[config.mk]
export PLATFORM = sky130hd
export DESIGN_NAME = fir_coef_bank_ctrl
export DESIGN_NICKNAME = d
export VERILOG_FILES = /design/src/rtl/fir_ctrl_pkg.sv /design/src/rtl/fir_coef_shadow_bank.sv /design/src/rtl/fir_coef_bank_ctrl.sv
export SDC_FILE = /design/constraint.sdc
export NUM_CORES = 1
export LEC_CHECK = 0
export CAP_MARGIN = 25
export CELL_PAD_IN_SITES_DETAIL_PLACEMENT = 0
export CELL_PAD_IN_SITES_GLOBAL_PLACEMENT = 2
export CORE_MARGIN = 1
export CORE_UTILIZATION = 35
export CTS_CLUSTER_SIZE = 25
export DETAILED_ROUTE_END_ITERATION = 7
export PLACE_DENSITY_LB_ADDON = 0.05
export SETUP_SLACK_MARGIN = 0.15
export SYNTH_ARGS = -nofsm -noshare
export SYNTH_HDL_FRONTEND = slang
export SYNTH_SLANG_ARGS = --single-unit
[constraint.sdc]
create_clock -name aclk -period 4.38 [get_ports aclk]
set_input_delay 0.657 -clock aclk [delete_from_list [all_inputs] [get_ports aclk]]
set_output_delay 0.657 -clock aclk [all_outputs]
set_load 0.05 [all_outputs]
[src/rtl/fir_ctrl_pkg.sv]
// Shared definitions for the FIR coefficient bank controller.
// Contents: tap count, shadow write-index width, controller state encoding,
// and the reset passthrough value for b0.
package fir_ctrl_pkg;

  localparam int unsigned NUM_TAPS = 9;
  localparam int unsigned CNT_W    = 4;

  typedef enum logic [1:0] {
    ST_IDLE    = 2'd0,
    ST_LOAD    = 2'd1,
    ST_PENDING = 2'd2,
    ST_DRAIN   = 2'd3
  } ctrl_state_e;

  // 2^decimal_width - 1: the largest positive value, i.e. a ~1.0 gain tap.
  function automatic logic [31:0] passthrough_b0(input int unsigned decimal_width);
    return (32'd1 << decimal_width) - 32'd1;
  endfunction

endpackage

[src/rtl/fir_coef_shadow_bank.sv]
// Shadow coefficient bank with sequential write index and atomic commit into
// the active bank.
// Ports:
//   aclk, resetn      clock, synchronous active-low reset
//   i_wr_en           write i_wr_data into the shadow bank this cycle
//   i_wr_first        this write starts a new set (index 0)
//   i_wr_data         coefficient word
//   i_commit          copy the whole shadow bank into the active bank
//   o_wr_idx          index the next (non-first) write will use
//   o_active          active coefficients, element 0 = b0
module fir_coef_shadow_bank
  import fir_ctrl_pkg::*;
#(
  parameter int unsigned coefficient_width         = 16,
  parameter int unsigned coefficient_decimal_width = 15
) (
  input  logic                                        aclk,
  input  logic                                        resetn,
  input  logic                                        i_wr_en,
  input  logic                                        i_wr_first,
  input  logic [coefficient_width-1:0]                i_wr_data,
  input  logic                                        i_commit,
  output logic [CNT_W-1:0]                            o_wr_idx,
  output logic [NUM_TAPS-1:0][coefficient_width-1:0]  o_active
);

  localparam logic [coefficient_width-1:0] B0_RST =
    coefficient_width'(passthrough_b0(coefficient_decimal_width));

  logic [NUM_TAPS-1:0][coefficient_width-1:0] r_shadow;
  logic [NUM_TAPS-1:0][coefficient_width-1:0] r_active;
  logic [CNT_W-1:0]                           r_wr_idx;
  logic [CNT_W-1:0]                           w_idx;

  assign w_idx = i_wr_first ? '0 : r_wr_idx;

  // Shadow writes and commit transfer; active bank only moves on commit.
  always_ff @(posedge aclk) begin
    if (!resetn) begin
      r_shadow    <= '0;
      r_wr_idx    <= '0;
      r_active    <= '0;
      r_active[0] <= B0_RST;
    end else begin
      if (i_wr_en) begin
        for (int i = 0; i < int'(NUM_TAPS); i++) begin
          if (w_idx == CNT_W'(i)) begin
            r_shadow[i] <= i_wr_data;
          end
        end
        r_wr_idx <= w_idx + CNT_W'(1);
      end
      if (i_commit) begin
        r_active <= r_shadow;
      end
    end
  end

  assign o_wr_idx = r_wr_idx;
  assign o_active = r_active;

endmodule

[src/rtl/fir_coef_bank_ctrl.sv]
// Coefficient controller for the 9-tap AXI-Stream FIR. Collects a coefficient
// set into a shadow bank and commits it to b0..b8 atomically on a FIR
// sample-accept edge (or after an idle timeout), so no output mixes tap sets.
// Ports:
//   aclk, resetn                  clock, synchronous active-low reset
//   s_coef_t{data,valid,last,ready}  coefficient stream, b0 first, tlast on b8
//   fir_tvalid, fir_tlast         copy of the FIR input handshake
//   b0..b8                        active coefficients (registered)
//   bank_pending                  complete set waiting for commit
//   swap_done                     pulse in the first cycle new taps are visible
//   load_error                    pulse after a malformed set
//   coef_version                  commit count, wraps
module fir_coef_bank_ctrl
  import fir_ctrl_pkg::*;
#(
  parameter int unsigned coefficient_width         = 16,
  parameter int unsigned coefficient_decimal_width = 15,
  parameter int unsigned swap_on_tlast             = 0,
  parameter int unsigned idle_swap_cycles          = 1024
) (
  input  logic                                aclk,
  input  logic                                resetn,
  input  logic [coefficient_width-1:0]        s_coef_tdata,
  input  logic                                s_coef_tvalid,
  input  logic                                s_coef_tlast,
  output logic                                s_coef_tready,
  input  logic                                fir_tvalid,
  input  logic                                fir_tlast,
  output logic signed [coefficient_width-1:0] b0,
  output logic signed [coefficient_width-1:0] b1,
  output logic signed [coefficient_width-1:0] b2,
  output logic signed [coefficient_width-1:0] b3,
  output logic signed [coefficient_width-1:0] b4,
  output logic signed [coefficient_width-1:0] b5,
  output logic signed [coefficient_width-1:0] b6,
  output logic signed [coefficient_width-1:0] b7,
  output logic signed [coefficient_width-1:0] b8,
  output logic                                bank_pending,
  output logic                                swap_done,
  output logic                                load_error,
  output logic [7:0]                          coef_version
);

  localparam int unsigned IDLE_W =
    (idle_swap_cycles > 1) ? $clog2(idle_swap_cycles + 1) : 1;

  ctrl_state_e r_state;
  ctrl_state_e w_state_nxt;

  logic                                        r_tready;
  logic                                        r_pending;
  logic                                        r_swap_done;
  logic                                        r_load_error;
  logic [7:0]                                  r_coef_version;
  logic [IDLE_W-1:0]                           r_idle_cnt;

  logic                                        w_beat;
  logic                                        w_last_word;
  logic                                        w_fir_commit;
  logic                                        w_idle_commit;
  logic                                        w_commit_cond;
  logic                                        w_enter_pending;
  logic                                        w_wr_en;
  logic                                        w_wr_first;
  logic                                        w_load_err;
  logic                                        w_commit;
  logic [CNT_W-1:0]                            w_wr_idx;
  logic [NUM_TAPS-1:0][coefficient_width-1:0]  w_active;

  assign w_beat      = s_coef_tvalid && r_tready;
  assign w_last_word = (w_wr_idx == CNT_W'(NUM_TAPS - 1));

  // Sample-driven commit, optionally restricted to frame boundaries.
  assign w_fir_commit = fir_tvalid && ((swap_on_tlast == 0) || fir_tlast);

  // Forced commit on the edge that completes idle_swap_cycles sample-free
  // cycles in PENDING (the edge at which the idle counter reaches the limit).
  assign w_idle_commit = (idle_swap_cycles != 0) && !fir_tvalid &&
                         ((32'(r_idle_cnt) + 32'd1) == 32'(idle_swap_cycles));

  assign w_commit_cond   = w_fir_commit || w_idle_commit;
  assign w_enter_pending = (r_state != ST_PENDING) && (w_state_nxt == ST_PENDING);

  // State register.
  always_ff @(posedge aclk) begin
    if (!resetn) begin
      r_state <= ST_IDLE;
    end else begin
      r_state <= w_state_nxt;
    end
  end

  // Next-state logic.
  always_comb begin
    w_state_nxt = r_state;
    unique case (r_state)
      ST_IDLE: begin
        if (w_beat && !s_coef_tlast) w_state_nxt = ST_LOAD;
      end
      ST_LOAD: begin
        if (w_beat) begin
          if (s_coef_tlast)     w_state_nxt = w_last_word ? ST_PENDING : ST_IDLE;
          else if (w_last_word) w_state_nxt = ST_DRAIN;
        end
      end
      ST_PENDING: begin
        if (w_commit_cond) w_state_nxt = ST_IDLE;
      end
      ST_DRAIN: begin
        if (w_beat && s_coef_tlast) w_state_nxt = ST_IDLE;
      end
      default: w_state_nxt = ST_IDLE;
    endcase
  end

  // Per-state control strobes.
  always_comb begin
    w_wr_en    = 1'b0;
    w_wr_first = 1'b0;
    w_load_err = 1'b0;
    w_commit   = 1'b0;
    unique case (r_state)
      ST_IDLE: begin
        w_wr_en    = w_beat;
        w_wr_first = 1'b1;
        w_load_err = w_beat && s_coef_tlast;
      end
      ST_LOAD: begin
        w_wr_en    = w_beat;
        // Error when tlast and the ninth word do not coincide.
        w_load_err = w_beat && (s_coef_tlast != w_last_word);
      end
      ST_PENDING: begin
        w_commit = w_commit_cond;
      end
      default: ;
    endcase
  end

  // Registered status outputs; tready/pending follow the next state so they
  // are correct in the first cycle of that state.
  always_ff @(posedge aclk) begin
    if (!resetn) begin
      r_tready       <= 1'b0;
      r_pending      <= 1'b0;
      r_swap_done    <= 1'b0;
      r_load_error   <= 1'b0;
      r_coef_version <= 8'd0;
    end else begin
      r_tready     <= (w_state_nxt != ST_PENDING);
      r_pending    <= (w_state_nxt == ST_PENDING);
      r_swap_done  <= w_commit;
      r_load_error <= w_load_err;
      if (w_commit) begin
        r_coef_version <= r_coef_version + 8'd1;
      end
    end
  end

  // Idle counter: sample-free cycles spent in PENDING, saturating.
  always_ff @(posedge aclk) begin
    if (!resetn) begin
      r_idle_cnt <= '0;
    end else if (fir_tvalid || w_enter_pending) begin
      r_idle_cnt <= '0;
    end else if ((r_state == ST_PENDING) && (r_idle_cnt != IDLE_W'(idle_swap_cycles))) begin
      r_idle_cnt <= r_idle_cnt + IDLE_W'(1);
    end
  end

  fir_coef_shadow_bank #(
    .coefficient_width         (coefficient_width),
    .coefficient_decimal_width (coefficient_decimal_width)
  ) u_shadow_bank (
    .aclk       (aclk),
    .resetn     (resetn),
    .i_wr_en    (w_wr_en),
    .i_wr_first (w_wr_first),
    .i_wr_data  (s_coef_tdata),
    .i_commit   (w_commit),
    .o_wr_idx   (w_wr_idx),
    .o_active   (w_active)
  );

  assign s_coef_tready = r_tready;
  assign bank_pending  = r_pending;
  assign swap_done     = r_swap_done;
  assign load_error    = r_load_error;
  assign coef_version  = r_coef_version;

  assign b0 = w_active[0];
  assign b1 = w_active[1];
  assign b2 = w_active[2];
  assign b3 = w_active[3];
  assign b4 = w_active[4];
  assign b5 = w_active[5];
  assign b6 = w_active[6];
  assign b7 = w_active[7];
  assign b8 = w_active[8];

endmodule

==> qor.csv <==
stage,metric,value,unit
synthesis,synth.area.top_cells,"dfxtp_1 52%, nand2_1 18%, a21boi_1 9.4%",
worst_hold_path,hold_end,u_shadow_bank.o_active[38]$_SDFFE_PN0P_,
global_routing,antenna_found_initial,1,
global_routing,top_usage_layer,met2,
floorplanning,io_pins,178,
worst_hold_path,min_from,u_shadow_bank.r_shadow[38]$_SDFFE_PN0P_,
floorplanning,initial_core_util,35.54,%
clock_network,cts.sinks,317,
clock_network,ctsResizeCount,0,
sta,worst_pin_slew,1.035,ns
synthesis,synth_cell_types,52,
pwr,power_density,403.0,nW/um^2
worst_setup_path,timing.rr.start,r_idle_cnt[3]$_SDFFE_PP0P_,
global_routing,grt_util_met2,31.12,%
drt,dr.pass1.iters,4,
cells_and_area,drive_above_1_share,4.756,%
pwr,p_leak,0.005216,uW
drt,ant_nets,0,
synthesis,synth_top_cell_by_area,dfxtp_1,
drt,drc,0,
sta,drv_slew,0,
worst_setup_path,r2r_slack,1.35,ns
pwr,peakVddDrop,0.2569,mV
synthesis,synth_common_cells,"592 x nand2_1, 317 x dfxtp_1, 154 x a21boi_1",
pwr,clkPwrFrac,50.6,%
synthesis,synth_ff_type,dfxtp_1,
synthesis,synth-seq-cells,317,
sta,max_slew_margin,30.75,%
global_routing,grt_util_met3,3.614,%
sta,finalCritPeriodShare,69.09,%
synthesis,synth_edf_count,0,
clock_network,numCtsBuffers,37,
synthesis,syn-cell-area,12280,sq um
floorplanning,core,34540,sq um
drt,vias_per_cell,4.812,
global_routing,grt_pass1_vias,9372,
run,drv_cap,0,
sta,finalSetupViolations,0,
global_routing,grt_overflow_total,0,
clock_network,root_buffer,clkbuf_16,
clock_network,clkSlewWorstSetupHoldPaths,0.06,ns
clock_network,h-tree-depth,2,
worst_setup_path,cp_data_required_time,4.82,ns
clock_network,postCtsSetupRepairBufs,0,
drt,wire_per_inst,17.19,um
synthesis,synth_xor_area_share,0.9273,%
place,gp_congestion,0.7631,
synthesis,syn_avg_cell_area,8.375,sq um
cells_and_area,diodes,0,
floorplanning,die_w,189.3,um
drt,dr.first_iter.drc_count,653,
synthesis,synth_top_family_by_area,simple AND/OR/NAND/NOR gates,
worst_setup_path,critPathCaptureType,register,
worst_setup_path,worst-r2r-cell-count,7,
floorplanning,die-area,35830,sq um
place,io_buffer_count,176,
worst_setup_path,worst_setup_path_start_kind,register,
pwr,p_int,4908,uW
pwr,switching_power,1323,uW
synthesis,yosys-mux-area-fraction,0.3363,%
drt,wl,35290,um
synthesis,synth_warnings,0,
synthesis,syn_inst,1466,
worst_setup_path,critPathArrivalTime,3.47,ns
floorplanning,rows,68,
synthesis,synth_fa_ha_area_share,0.8152,%
sta,rsz0062_at_grt,no,
sta,tns,0,ns
sta,skew,0.01392,ns
cells_and_area,fillers,3556,
clock_network,ctsHoldBuffers,0,
global_routing,grt_usage,19.53,%
sta,holdWs,0.4426,ns
status,status,finished clean,
clock_network,cts_tree,yes,
synthesis,synthSimpleGateAreaFrac,22.78,%
sta,hold_viol,0,
clock_network,worstSkewPairLatency,0.52,ns
pwr,sw_frac_of_total,21.24,%
sta,fmax,330.5,MHz
worst_hold_path,hold_path_depth,2,
synthesis,ys_seq_area_share,51.69,%
global_routing,grt_max_degree,170,
sta,finalWorstPathRequiredPeriod,3.026,ns
global_routing,grt_pass1_wl,54610,um
synthesis,synth.most_common_cell,nand2_1,
synthesis,netlist.area_leader.share,51.69,%
pwr,combPwrFrac,2.9,%
cells_and_area,syn_to_final_growth,25.96,%
drt,num_vias,9880,
clock_network,cts_buffer_depth,3,
global_routing,grt_util_met1,27.14,%
worst_setup_path,r2r-end,u_shadow_bank.o_active[79]$_SDFFE_PN0P_,
pwr,seqPwrFrac,46.5,%
cells_and_area,nets,1600,
worst_setup_path,cp_max_fo,46,
place,dp_hpwl,20650,um
synthesis,synth-compound-area-share,18.93,%
worst_hold_path,hold_class,register to register,
synthesis,async_flop_share,0,%
synthesis,synth.net_count,1496,
floorplanning,die_h,189.3,um
worst_setup_path,crit_type,register to register,
## metrics by stage
stage	util [%]	std cells	instance area [sq um]	setup slack, ns	total power (uW)
2_1_floorplan	-	1466	12280	2.138	3065
3_3_place_gp	41.11	1986	14200	1.268	3146
3_5_place_dp	41.11	1986	14200	1.262	3146
4_1_cts	44.77	2053	15460	1.333	6323
5_1_grt	44.77	2053	15460	1.057	6449
6_report	44.77	2053	15460	1.354	6232
## layout by cell type, fill, tap and decap left out, types with 4 or more instances in the layout
cell / netlist / final
a21boi_0: 125 / 125
a21boi_1: 154 / 154
and2_1: 4 / 4
and3_1: 12 / 12
buf_4: 13 / 5
clkbuf_1: 80 / 10
clkbuf_16: 0 / 39
clkbuf_8: 0 / 12
clkdlybuf4s50_1: 0 / 175
dfxtp_1: 317 / 317
ha_1: 8 / 8
inv_1: 6 / 6
nand2_1: 592 / 592
nand3_1: 29 / 29
nand4_1: 5 / 5
nor2_1: 15 / 15
nor2b_1: 5 / 5
o21ai_0: 8 / 8
or3_1: 6 / 6
xnor2_1: 6 / 6
xor2_1: 7 / 7
## cell families (layout without fill, tap and decap cells)
group / after synthesis / after routing
multiplexers: 4 / 4
AO/OA/AOI/OAI: 310 / 310
adder cells (fa/ha/maj): 8 / 8
AND/OR/NAND/NOR: 689 / 689
XOR/XNOR: 13 / 13
flip-flops: 317 / 317
buffers and inverters: 125 / 257
## worst max path at each step
stage / slack [ns] / end / cells after the start / from
final: 1.35 / u_shadow_bank.o_active[79]$_SDFFE_PN0P_ / 7 / r_idle_cnt[3]$_SDFFE_PP0P_
after global routing: 1.06 / u_shadow_bank.o_active[79]$_SDFFE_PN0P_ / 8 / r_idle_cnt[0]$_SDFFE_PP0P_
after CTS: 1.33 / u_shadow_bank.o_active[62]$_SDFFE_PN0P_ / 7 / r_idle_cnt[3]$_SDFFE_PP0P_
after detailed placement: 1.26 / u_shadow_bank.r_shadow[14]$_SDFFE_PN0P_ / 7 / s_coef_tvalid
after global placement: 1.27 / u_shadow_bank.r_shadow[11]$_SDFFE_PN0P_ / 7 / s_coef_tvalid
after floorplan: 2.14 / u_shadow_bank.r_shadow[117]$_SDFFE_PN0P_ / 8 / s_coef_tready$_SDFF_PN0_
## power groups by stage
| stage | logic [uW] | clock network (uW) | registers, uW |
|---|---|---|---|
| after detailed placement | 183 | 0 | 2960 |
| after CTS | 183 | 3240 | 2900 |
| final | 179 | 3150 | 2900 |
| after global placement | 183 | 0 | 2960 |
| after floorplan | 101 | 0 | 2960 |
| after global routing | 190 | 3360 | 2900 |
## metal layers
metal  share of wire (%)  wire, um
met1                  49     17380
met2                  44     15670
met3                 4.9      1712
met4                 1.5       527
met5                   0         0
## cell type report
class	count	area (sq um)	share of cell area, %
Multi-Input combinational cell	1024	5404	34.94
Inverter	6	22.52	0.1456
Timing Repair Buffer	184	1861	12.03
Sequential cell	317	6346	41.04
Clock buffer	61	1179	7.621
Tap cell	455	569.3	3.681
Clock inverter	6	83.83	0.5421
## registers in the layout, summed over array words and instances (netlist names)
signal	flops
bank_pending	1
u_shadow_bank.o_active	144
coef_version	8
r_state	2
u_shadow_bank.r_shadow	144
u_shadow_bank.o_wr_idx	4
s_coef_tready	1
load_error	1
r_idle_cnt	11
swap_done	1
## critical path: stages (launching register included)
cell and delay [ns]:
dfxtp_1 0.55, nand4_4 0.20, o21a_1 0.22, o221a_2 0.33
a41oi_4 0.73, buf_4 0.60, nand2_1 0.12, a21boi_1 0.17
Note: power is estimated with default switching activity, not from simulation.
